## src/rtl/md_pkg.sv

```systemverilog
// Shared definitions for the RV32M multiply/divide sequencer: funct3 op codes, FSM states, width.
// No logic; constants only.
// Imported by ex_muldiv_ctrl and md_iter_core.
package md_pkg;

    localparam int XLEN = 32;

    localparam logic [2:0] MD_MUL    = 3'd0;
    localparam logic [2:0] MD_MULH   = 3'd1;
    localparam logic [2:0] MD_MULHSU = 3'd2;
    localparam logic [2:0] MD_MULHU  = 3'd3;
    localparam logic [2:0] MD_DIV    = 3'd4;
    localparam logic [2:0] MD_DIVU   = 3'd5;
    localparam logic [2:0] MD_REM    = 3'd6;
    localparam logic [2:0] MD_REMU   = 3'd7;

    typedef enum logic [1:0] {
        S_IDLE = 2'd0,
        S_CALC = 2'd1,
        S_DONE = 2'd2
    } md_state_t;

endpackage

```

## src/rtl/md_iter_core.sv

```systemverilog
// Double-width accumulator doing one shift-add multiply or restoring-divide step per enable.
// Latency: one step per cycle with step high; load takes effect on the next edge.
// No backpressure: the controller owns sequencing and simply withholds step.
module md_iter_core
    import md_pkg::*;
#(
    parameter int XLEN_P = XLEN
) (
    input  logic                  clk,
    input  logic                  rst_n,
    input  logic                  load,
    input  logic                  step,
    input  logic                  is_div,
    input  logic [XLEN_P-1:0]     ld_lo,
    input  logic [XLEN_P-1:0]     ld_opnd,
    output logic [2*XLEN_P-1:0]   acc
);

    logic [XLEN_P-1:0]   opnd;
    logic [2*XLEN_P-1:0] acc_nxt;
    logic [XLEN_P:0]     mul_sum;
    logic [XLEN_P:0]     rem_sh;
    logic [XLEN_P-1:0]   diff_lo;
    logic                rem_ge;

    // Multiply: acc = {partial_hi, multiplier}, consuming the multiplier LSB-first.
    // Divide: acc = {remainder, quotient}, shifted left each step.
    always_comb begin
        mul_sum = {1'b0, acc[2*XLEN_P-1:XLEN_P]};
        if (acc[0]) begin
            mul_sum = {1'b0, acc[2*XLEN_P-1:XLEN_P]} + {1'b0, opnd};
        end
        rem_sh  = acc[2*XLEN_P-1:XLEN_P-1];
        rem_ge  = (rem_sh >= {1'b0, opnd});
        diff_lo = rem_sh[XLEN_P-1:0] - opnd;
        if (is_div) begin
            if (rem_ge) begin
                acc_nxt = {diff_lo, acc[XLEN_P-2:0], 1'b1};
            end else begin
                acc_nxt = {rem_sh[XLEN_P-1:0], acc[XLEN_P-2:0], 1'b0};
            end
        end else begin
            acc_nxt = {mul_sum, acc[XLEN_P-1:1]};
        end
    end

    always_ff @(posedge clk or negedge rst_n) begin
        if (!rst_n) begin
            acc  <= '0;
            opnd <= '0;
        end else if (load) begin
            acc  <= {{XLEN_P{1'b0}}, ld_lo};
            opnd <= ld_opnd;
        end else if (step) begin
            acc  <= acc_nxt;
        end
    end

endmodule

```

## src/rtl/ex_muldiv_ctrl.sv

```systemverilog
// RV32M multiply/divide sequencer beside the EX ALU; stalls the front end while busy.
// Latency: result valid 33 edges after accept (1 edge for divide-by-zero / signed overflow).
// Holds result and out_valid in DONE until out_ready; accepts only in IDLE; flush aborts.
module ex_muldiv_ctrl
    import md_pkg::*;
#(
    parameter int XLEN_P = XLEN
) (
    input  logic              clk,
    input  logic              rst_n,
    input  logic              in_valid,
    output logic              in_ready,
    input  logic [2:0]        op,
    input  logic [XLEN_P-1:0] rs1_data,
    input  logic [XLEN_P-1:0] rs2_data,
    input  logic              flush,
    output logic              out_valid,
    input  logic              out_ready,
    output logic [XLEN_P-1:0] result,
    output logic              busy,
    output logic              stall
);

    localparam int CNT_W = $clog2(XLEN_P);

    md_state_t            state;
    logic [2:0]           op_q;
    logic                 sa_q;
    logic                 sb_q;
    logic [CNT_W-1:0]     cnt;
    logic                 fin;
    logic [XLEN_P-1:0]    result_q;

    logic                 accept;
    logic                 is_div_in;
    logic                 sa_in;
    logic                 sb_in;
    logic [XLEN_P-1:0]    a_mag;
    logic [XLEN_P-1:0]    b_mag;
    logic                 div0;
    logic                 ovf;
    logic                 special;
    logic [XLEN_P-1:0]    spec_res;
    logic                 step;
    logic [2*XLEN_P-1:0]  acc;
    logic [2*XLEN_P-1:0]  prod;
    logic [XLEN_P-1:0]    fix_res;

    assign in_ready  = (state == S_IDLE);
    assign out_valid = (state == S_DONE);
    assign busy      = (state != S_IDLE);
    assign result    = result_q;
    assign stall     = (in_valid & in_ready) | (busy & ~(out_valid & out_ready));

    assign accept    = in_valid & in_ready & ~flush;
    assign is_div_in = op[2];
    assign sa_in     = rs1_data[XLEN_P-1] &
                       ((op == MD_MULH) | (op == MD_MULHSU) | (op == MD_DIV) | (op == MD_REM));
    assign sb_in     = rs2_data[XLEN_P-1] &
                       ((op == MD_MULH) | (op == MD_DIV) | (op == MD_REM));
    assign a_mag     = sa_in ? -rs1_data : rs1_data;
    assign b_mag     = sb_in ? -rs2_data : rs2_data;

    assign div0      = is_div_in & (rs2_data == '0);
    assign ovf       = ((op == MD_DIV) | (op == MD_REM)) &
                       (rs1_data == {1'b1, {(XLEN_P-1){1'b0}}}) & (rs2_data == '1);
    assign special   = div0 | ovf;

    // op[1] separates remainder from quotient; on overflow the dividend is the quotient.
    always_comb begin
        spec_res = '0;
        if (div0) begin
            spec_res = op[1] ? rs1_data : '1;
        end else begin
            spec_res = op[1] ? '0 : rs1_data;
        end
    end

    always_comb begin
        prod    = (sa_q ^ sb_q) ? -acc : acc;
        fix_res = (op_q == MD_MUL) ? prod[XLEN_P-1:0] : prod[2*XLEN_P-1:XLEN_P];
        if (op_q[2]) begin
            if (op_q[1]) begin
                fix_res = sa_q ? -acc[2*XLEN_P-1:XLEN_P] : acc[2*XLEN_P-1:XLEN_P];
            end else begin
                fix_res = (sa_q ^ sb_q) ? -acc[XLEN_P-1:0] : acc[XLEN_P-1:0];
            end
        end
    end

    assign step = (state == S_CALC) & ~fin & ~flush;

    md_iter_core #(
        .XLEN_P (XLEN_P)
    ) u_core (
        .clk     (clk),
        .rst_n   (rst_n),
        .load    (accept),
        .step    (step),
        .is_div  (op_q[2]),
        .ld_lo   (is_div_in ? a_mag : b_mag),
        .ld_opnd (is_div_in ? b_mag : a_mag),
        .acc     (acc)
    );

    // fin marks that the last step has landed; the following edge applies sign fix-up.
    always_ff @(posedge clk or negedge rst_n) begin
        if (!rst_n) begin
            state    <= S_IDLE;
            op_q     <= '0;
            sa_q     <= 1'b0;
            sb_q     <= 1'b0;
            cnt      <= '0;
            fin      <= 1'b0;
            result_q <= '0;
        end else begin
            case (state)
                S_IDLE: begin
                    if (accept) begin
                        op_q <= op;
                        sa_q <= sa_in;
                        sb_q <= sb_in;
                        fin  <= 1'b0;
                        if (special) begin
                            result_q <= spec_res;
                            state    <= S_DONE;
                        end else begin
                            cnt   <= CNT_W'(XLEN_P - 1);
                            state <= S_CALC;
                        end
                    end
                end
                S_CALC: begin
                    if (flush) begin
                        fin   <= 1'b0;
                        state <= S_IDLE;
                    end else if (fin) begin
                        fin      <= 1'b0;
                        result_q <= fix_res;
                        state    <= S_DONE;
                    end else if (cnt == '0) begin
                        fin <= 1'b1;
                    end else begin
                        cnt <= cnt - 1'b1;
                    end
                end
                S_DONE: begin
                    if (flush || out_ready) begin
                        state <= S_IDLE;
                    end
                end
                default: state <= S_IDLE;
            endcase
        end
    end

endmodule
```

## config.mk

```make
export PLATFORM = sky130hd
export DESIGN_NAME = ex_muldiv_ctrl
export DESIGN_NICKNAME = d
export VERILOG_FILES = /design/src/rtl/md_pkg.sv /design/src/rtl/md_iter_core.sv /design/src/rtl/ex_muldiv_ctrl.sv
export SDC_FILE = /design/constraint.sdc
export NUM_CORES = 1
export LEC_CHECK = 0
export BUFFER_PORTS_ARGS = -buffer_cell sky130_fd_sc_hd__buf_2
export CAP_MARGIN = 25
export CORE_UTILIZATION = 57
export DETAILED_ROUTE_END_ITERATION = 7
export GPL_ROUTABILITY_DRIVEN = 0
export HOLD_SLACK_MARGIN = 0.05
export PLACE_DENSITY = 0.88
export SETUP_SLACK_MARGIN = 0.3
export SLEW_MARGIN = 0
export SYNTH_ARGS = -nofsm -noshare
export SYNTH_HDL_FRONTEND = slang
export SYNTH_HIERARCHICAL = 1
export SYNTH_SLANG_ARGS = --single-unit
```

## constraint.sdc

```tcl
create_clock -name clk -period 2.7 [get_ports clk]
set_input_delay 0.54 -clock clk [delete_from_list [all_inputs] [get_ports clk]]
set_output_delay 0.54 -clock clk [all_outputs]
set_load 0.05 [all_outputs]
```

==> results of run 1 <==
[logic make-up after synthesis]
logic type                 synth area share, %
and+or+nand+nor                          21.47
AOI/OAI and AO/OA                        28.23
buffers and inverters                    5.717
xor gates and xnor gates                 8.545
DFF                                      21.38
muxes                                    7.938
adders and majority gates                6.718
[Yosys cell counts (8+ instances only)]
cell type	instances
buf_2	13
nor2_1	149
and2_1	13
nand2_1	238
xor2_1	86
maj3_1	18
mux2i_1	120
nand2b_1	20
a211o_1	8
a22o_1	12
nand4_1	39
nor3_1	83
or3_1	15
xnor2_1	75
a21o_1	26
o21ai_1	12
o41ai_1	9
o31ai_1	29
ha_1	71
a221o_1	9
a21oi_1	163
buf_1	12
a221oi_1	17
o2111ai_1	8
nor4_1	32
and3_1	12
or4_1	18
nor2b_1	10
a31oi_1	31
o211ai_1	24
a211oi_1	32
nand3_1	40
inv_1	85
dfrtp_1	141
nand3b_1	9
o21a_1	15
clkbuf_1	107
o21ai_0	198
o22ai_1	13
[per-layer routing]
layer | GRT usage [%] | overflow
met5 | 72.35 | 20
met1 | 89.86 | 102
met2 | 109.4 | 869
met4 | 101.7 | 346
met3 | 86.91 | 140
[repair_timing]
| action | 4_1_cts |
|---|---|
| setup endpoints to repair | 110 |
| pin swaps | 145 |
| endpoints found under the hold margin | 0 |
| hold buffers | 0 |
| resized for setup | 346 |
| setup buffers | 93 |
| cloned | 5 |
[metrics by stage]
stage | cells | hold slack [ps] | worst slack, ps | cell area (µm²) | utilization [%]
after CTS | 3104 | 109.3 | -127.0 | 23980 | 85.15
after detailed placement | 2974 | 464.5 | -423.6 | 20970 | 74.47
after floorplan | 2178 | 244.4 | -0.3999 | 17010 | -
after global placement | 2974 | 457.3 | -336.5 | 20970 | 74.47
==> results.tsv, run 1 <==
stage	metric	value	unit
yosys	Mapped Area	16500	µm²
yosys	cell count after synthesis	2178	
clock_tree	H-tree levels	4	
floorplan	# IOs	108	
floorplan	# rows	61	
floorplan	Initial Util	58.59	%
global_route	global-route wire length before repair	208800	µm
yosys	Area contributors post-synth	dfrtp_1 21%, mux2i_1 7.3%, o21ai_0 6.0%	
yosys	Yosys cell types	98	
global_route	total global-route track usage	95.78	%
placement	dpl hpwl	58560	µm
yosys	Ys Warns	6	
yosys	Synthesized Nets	2323	
clock_tree	Longest Clk Path Bufs	2	
yosys	Yosys top cell area share	21.38	%
placement	PortBufs	107	
yosys	Synth Flop Type	dfrtp_1	
yosys	FF+latch count, synth	141	
floorplan	Die Ht	172.2	µm
status	last stage reached	global routing	
floorplan	Die X-Extent	172.2	µm
yosys	Synth area leader	dfrtp_1	
clock_tree	Root Driver	clkbuf_16	
yosys	asr flop ratio synth	100.0	%
yosys	number of flops mapped to enable cells by yosys	0	
status	outcome	did not finish	
global_route	vias in the first global route	30185	
yosys	syn avg cell area	7.577	µm²
yosys	Seq/Total Area, Yosys	21.38	%
clock_tree	Num CTS Buffers	17	
global_route	largest net degree at the start of global routing	127	
clock_tree	CTS sink cnt	141	
global_route	global route overflow	1477	
status	error msg	[ERROR GRT-0116] Global routing finished with congestion. Check the congestion regions in the DRC Viewer.	
==> run 2, diff against run 1 <==
- CORE_UTILIZATION: 57 -> 40
- HOLD_SLACK_MARGIN: 0.05 -> not set
- PLACE_DENSITY: 0.88 -> not set
- PLACE_DENSITY_LB_ADDON: not set -> 0.15
- SETUP_SLACK_MARGIN: 0.3 -> not set
- clock period: 2.7 -> 3.5 ns (I/O delays scaled with it)
==> run 2 against run 1 <==
  * The flow now finishes, with violations (DRC)
  * Area after synthesis is the same
  * Synthesized cell count unchanged
==> results.tsv, run 2 <==
stage	metric	value	unit	change
status	outcome	finished, violations left		
status	failing checks	DRC		
worst_setup_path	Startpoint Class	flop		
global_route	met3 Usage GRT	7.461	%	
final_layout	most common cell after layout, fill and taps aside	nand2_1		
drt	drt wl/cell	25.45	µm	
floorplan	Die X-Extent	205.1	µm	+19%
yosys	Synth Area in Simple Gates	21.47	%	unchanged
global_route	global route overflow	0		
yosys	XOR/XNOR Fraction of Synth Area	8.545	%	unchanged
worst_setup_path	FF-to-FF Start	u_core/opnd[25]		
global_route	GR Util met1	47.64	%	
floorplan	# rows	74		+21%
timing	Fin. Hold Viols	0		
placement	dpl cell area	18330	µm²	-13%
yosys	cell count after synthesis	2178		unchanged
clock_tree	Num CTS Buffers	17		unchanged
yosys	syn avg cell area	7.577	µm²	unchanged
yosys	multiplexer share of the synthesized area	7.938	%	unchanged
floorplan	Die Ht	205.1	µm	+19%
yosys	Seq/Total Area, Yosys	21.38	%	unchanged
power	Pwr Density	736.3	nW/µm²	
worst_setup_path	Worst Path Max Fanout	16		
yosys	Synth Area in Adders	6.718	%	unchanged
clock_tree	CTS sink cnt	141		unchanged
floorplan	core area	40740	µm²	
placement	dpl hpwl	56180	µm	-4.1%
power	leakage	8.012	nW	
timing	RSZ-0062 raised after global routing	false		
clock_tree	CTS tree	yes		
global_route	largest net degree at the start of global routing	109		
yosys	Mapped Area	16500	µm²	unchanged
drt	Pre-antenna DRT Iters	8		
yosys	Synthesized Nets	2323		unchanged
final_layout	fin util	46.47	%	
timing	Rel. slew slack	36.41	%	
final_layout	FILL cells	4171		
drt	vias	18600		
floorplan	# IOs	108		unchanged
worst_setup_path	Critical Path RT	3880	ps	
timing	Hold Slack	254.7	ps	
yosys	main combinational cell family by area after synthesis	compound AO/OA/AOI/OAI gates		
final_layout	multi-input logic area	12070	µm²	
floorplan	Initial Util	40.51	%	-18 points
clock_tree	Root Driver	clkbuf_16		
clock_tree	Clk pin slew, worst setup/hold paths	70	ps	
yosys	top post-synthesis cells by count	238 x nand2_1, 198 x o21ai_0, 163 x a21oi_1, 149 x nor2_1, 141 x dfrtp_1		
timing	Setup TNS	0	ps	
timing	final setup vio count	0		
final_layout	Final Cell Area	18930	µm²	
worst_hold_path	Hold Path Class	in2async		
clock_tree	Clock Latency Late Sink	480	ps	
clock_tree	H-tree levels	4		unchanged
final_layout	Reg area	3533	µm²	
global_route	vias in the first global route	17163		
yosys	asr flop ratio synth	100.0	%	unchanged
power	maximum vdd drop	0.3699	mV	
final_layout	Reg with most FFs	u_core/acc		
final_layout	Area Overhead vs Synth	14.72	%	
final_layout	most frequent cells in the layout	238 x nand2_1, 198 x o21ai_0, 162 x a21oi_1		
timing	Peak Freq	295.8	MHz	
placement	PortBufs	107		unchanged
worst_setup_path	WP data arrival	3760	ps	
yosys	Ys Warns	6		unchanged
global_route	initial antenna violation count	0		
drt	DR DRC count	1		
global_route	M2 GR Usage	50.66	%	
timing	Worst Skew	12.90	ps	
yosys	Synth area leader	dfrtp_1		
global_route	total global-route track usage	34.23	%	
timing	fin crit share	96.59	%	
yosys	Synth Flop Type	dfrtp_1		
yosys	Yosys top cell area share	21.38	%	unchanged
job	max-cap viol count	0		
final_layout	max reg flops	64		
final_layout	Post-Layout Cell Count	2851		
drt	Routed Antenna Nets	0		
final_layout	layout cells sized above 1	15.01	%	
yosys	cell with the most instances after synthesis	nand2_1		
placement	Placement Setup Slack	-5.753	ps	+417.9 ps
timing	worst setup margin	119.4	ps	
timing	Worst Max-Slew Pin Slew	950.3	ps	
drt	vias per cell	6.524		
clock_tree	number of setup buffers added after CTS	0		-100%
drt	drt initial violations	2259		
clock_tree	post_cts resized	0		-100%
power	Overall Power	13.94	mW	
worst_setup_path	crit end category	flop		
global_route	GRT busiest layer	met2		
final_layout	layout net count	2452		
worst_setup_path	Crit. Startpoint	u_core/opnd[25]		
floorplan	Die Footprint	42070	µm²	
drt	DRT Wirelength	72560	µm	
global_route	global-route wire length before repair	107700	µm	
clock_tree	Longest Clk Path Bufs	2		unchanged
timing	fin. max-slew vios	0		
yosys	Yosys cell types	98		unchanged
yosys	number of flops mapped to enable cells by yosys	0		unchanged
timing	post-route minimum period	3381	ps	
yosys	Area contributors post-synth	dfrtp_1 21%, mux2i_1 7.3%, o21ai_0 6.0%		
placement	placed insts	2820		-5.2%
clock_tree	Hold Buf Count CTS	0		unchanged
yosys	FF+latch count, synth	141		unchanged
final_layout	Antenna diodes	0		
yosys	complex-gate fraction of the synthesized area	28.23	%	unchanged
worst_setup_path	crit path kind	reg2reg		
run 2: cell type report:
cell class / count / share of cell area, %
clock buffers: 21 / 2.432
repair buffers: 253 / 9.180
multi-input cells: 1807 / 63.73
clock inverters: 10 / 0.7336
flip-flops and latches: 141 / 18.66
inverters: 87 / 1.738
well taps: 532 / 3.516
run 2: final timing paths:
path,endpoint,slack [ps],depth (start not counted)
setup / recovery,u_core/acc[34],120,13
hold / removal,u_core/acc[55],250,1
setup reg to reg,u_core/acc[34],120,13
hold reg to reg,result[13],480,2
max in group asynchronous,u_core/acc[41],2440,2
min in group clk,result[13],480,2
run 2: kinds of logic (layout without fill, tap and decap cells):
kind of cell | after synthesis | after routing
compound gates | 708 | 708
xor+xnor | 161 | 161
fa+ha+maj | 91 | 91
buf+inv | 230 | 371
flops | 141 | 141
mux | 129 | 129
simple gates | 718 | 718
run 2: per-layer routing:
metal / routed length (µm) / vias up
met5: 0 / -
met4: 3224 / 0
met3: 7427 / 203
met2: 30880 / 1076
met1: 31020 / 8970
li1: - / 8351
run 2: report_power, final:
group | total, mW | switching [mW] | internal (mW)
clock | 1.96 | 0.807 | 1.15
combinational | 9.52 | 6.02 | 3.49
sequential | 2.46 | 0.465 | 2.00
total | 13.9 | 7.30 | 6.64
run 2: critical path: stages, from the launching register on:
cell and delay [ps]:
dfrtp_1 460, inv_1 200, ha_1 450, nand4_1 270, nor3_1 290, buf_4 160
nand4_1 170, a31oi_1 250, o21ai_2 120, nand2_4 140, buf_12 180, mux2i_1 280
a21oi_1 100, nor3_1 210
Power figures use the tool's default switching activity.
==> run 3, diff against run 2 <==
--- a/config.mk
+++ b/config.mk
@@ -9,6 +9,6 @@
 export CAP_MARGIN = 25
-export CORE_UTILIZATION = 40
+export CORE_UTILIZATION = 35
 export DETAILED_ROUTE_END_ITERATION = 7
 export GPL_ROUTABILITY_DRIVEN = 0
-export PLACE_DENSITY_LB_ADDON = 0.15
+export PLACE_DENSITY_LB_ADDON = 0.05
 export SLEW_MARGIN = 0
==> constraint.sdc (replaced) <==
create_clock -name clk -period 3.5 [get_ports clk]
set_input_delay 0.35 -clock clk [delete_from_list [all_inputs] [get_ports clk]]
set_output_delay 0.35 -clock clk [all_outputs]
set_load 0.05 [all_outputs]
==> run 3 against run 2 <==
  * The run now ends clean
  * Wire length rose by 7.8%
  * Critical path depth fell by 2
  * Highest routed layer is now met5
  * Clock skew rose by 2.6 ps
  * Worst hold slack got worse by 40 ps
  * Critical path type unchanged
  * Clock power rose by 5%
==> results.tsv, run 3 (synthesized netlist as in run 2, its figures left out) <==
stage	metric	value	unit	change
status	outcome	finished, final reports clean		
drt	vias	18545		-0.30%
job	max-cap viol count	0		unchanged
floorplan	# IOs	108		unchanged
timing	Fin. Hold Viols	0		unchanged
placement	dpl cell area	18520	µm²	+1.0%
power	Pwr Density	744.6	nW/µm²	+1.1%
placement	Placement Setup Slack	24.60	ps	+30.35 ps
final_layout	most common cell after layout, fill and taps aside	nand2_1		
timing	Worst Max-Slew Pin Slew	1152	ps	+201.5 ps
worst_setup_path	most used cell, CP	buf_4		
final_layout	FILL cells	4852		+16%
drt	vias per cell	6.304		-3.4%
timing	post-route minimum period	3353	ps	-28.07 ps
worst_setup_path	Startpoint Class	flop		
clock_tree	Clk pin slew, worst setup/hold paths	70	ps	about the same
clock_tree	Num CTS Buffers	17		unchanged
clock_tree	CTS tree	yes		
final_layout	Reg with most FFs	u_core/acc		
drt	Routed Antenna Nets	0		unchanged
power	leakage	8.086	nW	+0.92%
worst_hold_path	worst hold stages	3		
clock_tree	Root Driver	clkbuf_16		
placement	PortBufs	107		unchanged
floorplan	# rows	79		+6.8%
floorplan	Die Ht	219.1	µm	+6.8%
clock_tree	Clock Latency Late Sink	470	ps	about the same
global_route	largest net degree at the start of global routing	117		+7.3%
timing	Peak Freq	298.3	MHz	+0.84%
worst_setup_path	reg2reg setup slack	150	ps	+30 ps
power	maximum vdd drop	0.2991	mV	-19%
timing	RSZ-0062 raised after global routing	false		
drt	DRT Wirelength	78220	µm	+7.8%
worst_setup_path	crit end category	flop		
worst_setup_path	worst path bufs/invs	3		unchanged
final_layout	layout cells sized above 1	15.59	%	+0.58 points
worst_setup_path	Critical Path RT	3860	ps	-20 ps
worst_setup_path	critical path, cell by cell	buf_4 > inv_1 > ha_1 > nor3b_2 > nand4_1 > nor4_1 > buf_4 > a31oi_1 > xor2_1 > a21oi_1 > o41ai_2		
drt	DR DRC count	0		-1
final_layout	max reg flops	64		unchanged
drt	Pre-antenna DRT Iters	6		-2
timing	Worst Skew	15.50	ps	+2.600 ps
floorplan	Initial Util	35.45	%	-5.1 points
floorplan	core area	46560	µm²	+14%
timing	Hold Slack	214.4	ps	-40.24 ps
worst_hold_path	hold_sp	out_ready		
drt	drt initial violations	2076		-8.1%
worst_setup_path	FF-to-FF path depth	11		-2
worst_setup_path	FF-to-FF Start	u_core/acc[32]		
timing	fin crit share	95.79	%	-0.80 points
worst_setup_path	crit path kind	reg2reg		
worst_hold_path	Hold Path Class	in2reg		
worst_setup_path	Crit. Startpoint	u_core/acc[32]		
worst_hold_path	Min-Delay Endpoint	state[1]		
drt	drt wl/cell	26.59	µm	+4.5%
worst_setup_path	CP max stage delay	400	ps	-60 ps
floorplan	Die Footprint	48020	µm²	+14%
worst_setup_path	Worst Path Max Fanout	10		-6
timing	Rel. slew slack	23.22	%	-13 points
clock_tree	CTS sink cnt	141		unchanged
timing	fin. max-slew vios	0		unchanged
global_route	total global-route track usage	32.28	%	-1.9 points
worst_setup_path	Crit-path slowest cell	dfrtp_1		
timing	worst setup margin	147.4	ps	+28.07 ps
clock_tree	number of setup buffers added after CTS	0		unchanged
worst_setup_path	WP data arrival	3710	ps	-50 ps
clock_tree	H-tree levels	4		unchanged
timing	final setup vio count	0		unchanged
global_route	initial antenna violation count	1		+1
worst_setup_path	crit-path leading delay family	simple AND/OR/NAND/NOR gates		
worst_setup_path	Reg-to-Reg End	result[18]		
placement	dpl hpwl	61130	µm	+8.8%
final_layout	Area Overhead vs Synth	16.16	%	
final_layout	Final Cell Area	19170	µm²	+1.3%
final_layout	most frequent cells in the layout	238 x nand2_1, 198 x o21ai_0, 162 x a21oi_1		
global_route	vias in the first global route	17223		+0.35%
final_layout	layout net count	2468		+0.65%
floorplan	Die X-Extent	219.1	µm	+6.8%
clock_tree	Longest Clk Path Bufs	2		unchanged
global_route	global route overflow	0		unchanged
final_layout	Antenna diodes	0		unchanged
global_route	global-route wire length before repair	114100	µm	+6.0%
timing	Setup TNS	0	ps	unchanged
final_layout	fin util	41.18	%	-5.3 points
[run 3: cell count changes in the layout (fill, tap and decap cells not counted), sizes merged]
cell         change
buf             +15
clkbuf           -3
clkinvlp         +3
bufinv           +1
clkinv           -1
dlygate4sd3      +1
[run 3: routing by layer]
layer	wire (µm)	part of all wire [%]	GRT usage [%]
met5	13	0.017	0
met4	2865	3.7	12.36
met3	6001	7.7	5.780
met2	33740	43	48.38
met1	35600	46	45.60
[run 3: area by class of cell]
| cell class | count | area [µm²] | area share, % |
|---|---|---|---|
| Multi-Input combinational cell | 1807 | 12070 | 62.99 |
| Sequential cell | 141 | 3533 | 18.43 |
| Timing Repair Buffer | 269 | 1852 | 9.660 |
| Tap cell | 607 | 759.5 | 3.962 |
| Clock buffer | 18 | 429.2 | 2.239 |
| Inverter | 87 | 329.1 | 1.717 |
| Clock inverter | 13 | 192.7 | 1.005 |
[run 3: worst max path at each step]
stage / end / slack (ps) / depth (start not counted)
final: result[18] / 150 / 11
after global routing: u_core/acc[62] / 60 / 13
after CTS: result[20] / 150 / 8
after detailed placement: u_core/opnd[29] / 20 / 10
after global placement: u_core/opnd[29] / 20 / 10
after floorplan: u_core/opnd[16] / 640 / 8
[run 3: timing repair]
item                       in CTS  in global routing
hold endpoints to repair       38                  0
resized for setup               0                  1
hold buffers                    1                  0
setup endpoints to repair       0                  1
[run 3: where the power goes]
| part | leakage [nW] | total [mW] | switching (mW) | internal [mW] |
|---|---|---|---|---|
| logic | 6.00 | 9.72 | 6.14 | 3.58 |
| clock network | 0.290 | 2.05 | 0.855 | 1.19 |
| registers | 1.79 | 2.50 | 0.507 | 2.00 |
[run 3: per-stage QoR]
stage          std cells  total power [mW]
4_1_cts             2941             14.02
5_1_grt             2942             15.08
3_5_place_dp        2909             11.93
6_report            2942             14.27
2_1_floorplan       2178             8.493
3_3_place_gp        2909             11.95
[run 3: worst min-delay path: cells and delay by family]
kind,cells,cell delay (ps)
and+or+nand+nor,1,40
buffers and inverters,1,90
AOI/OAI and AO/OA,1,160
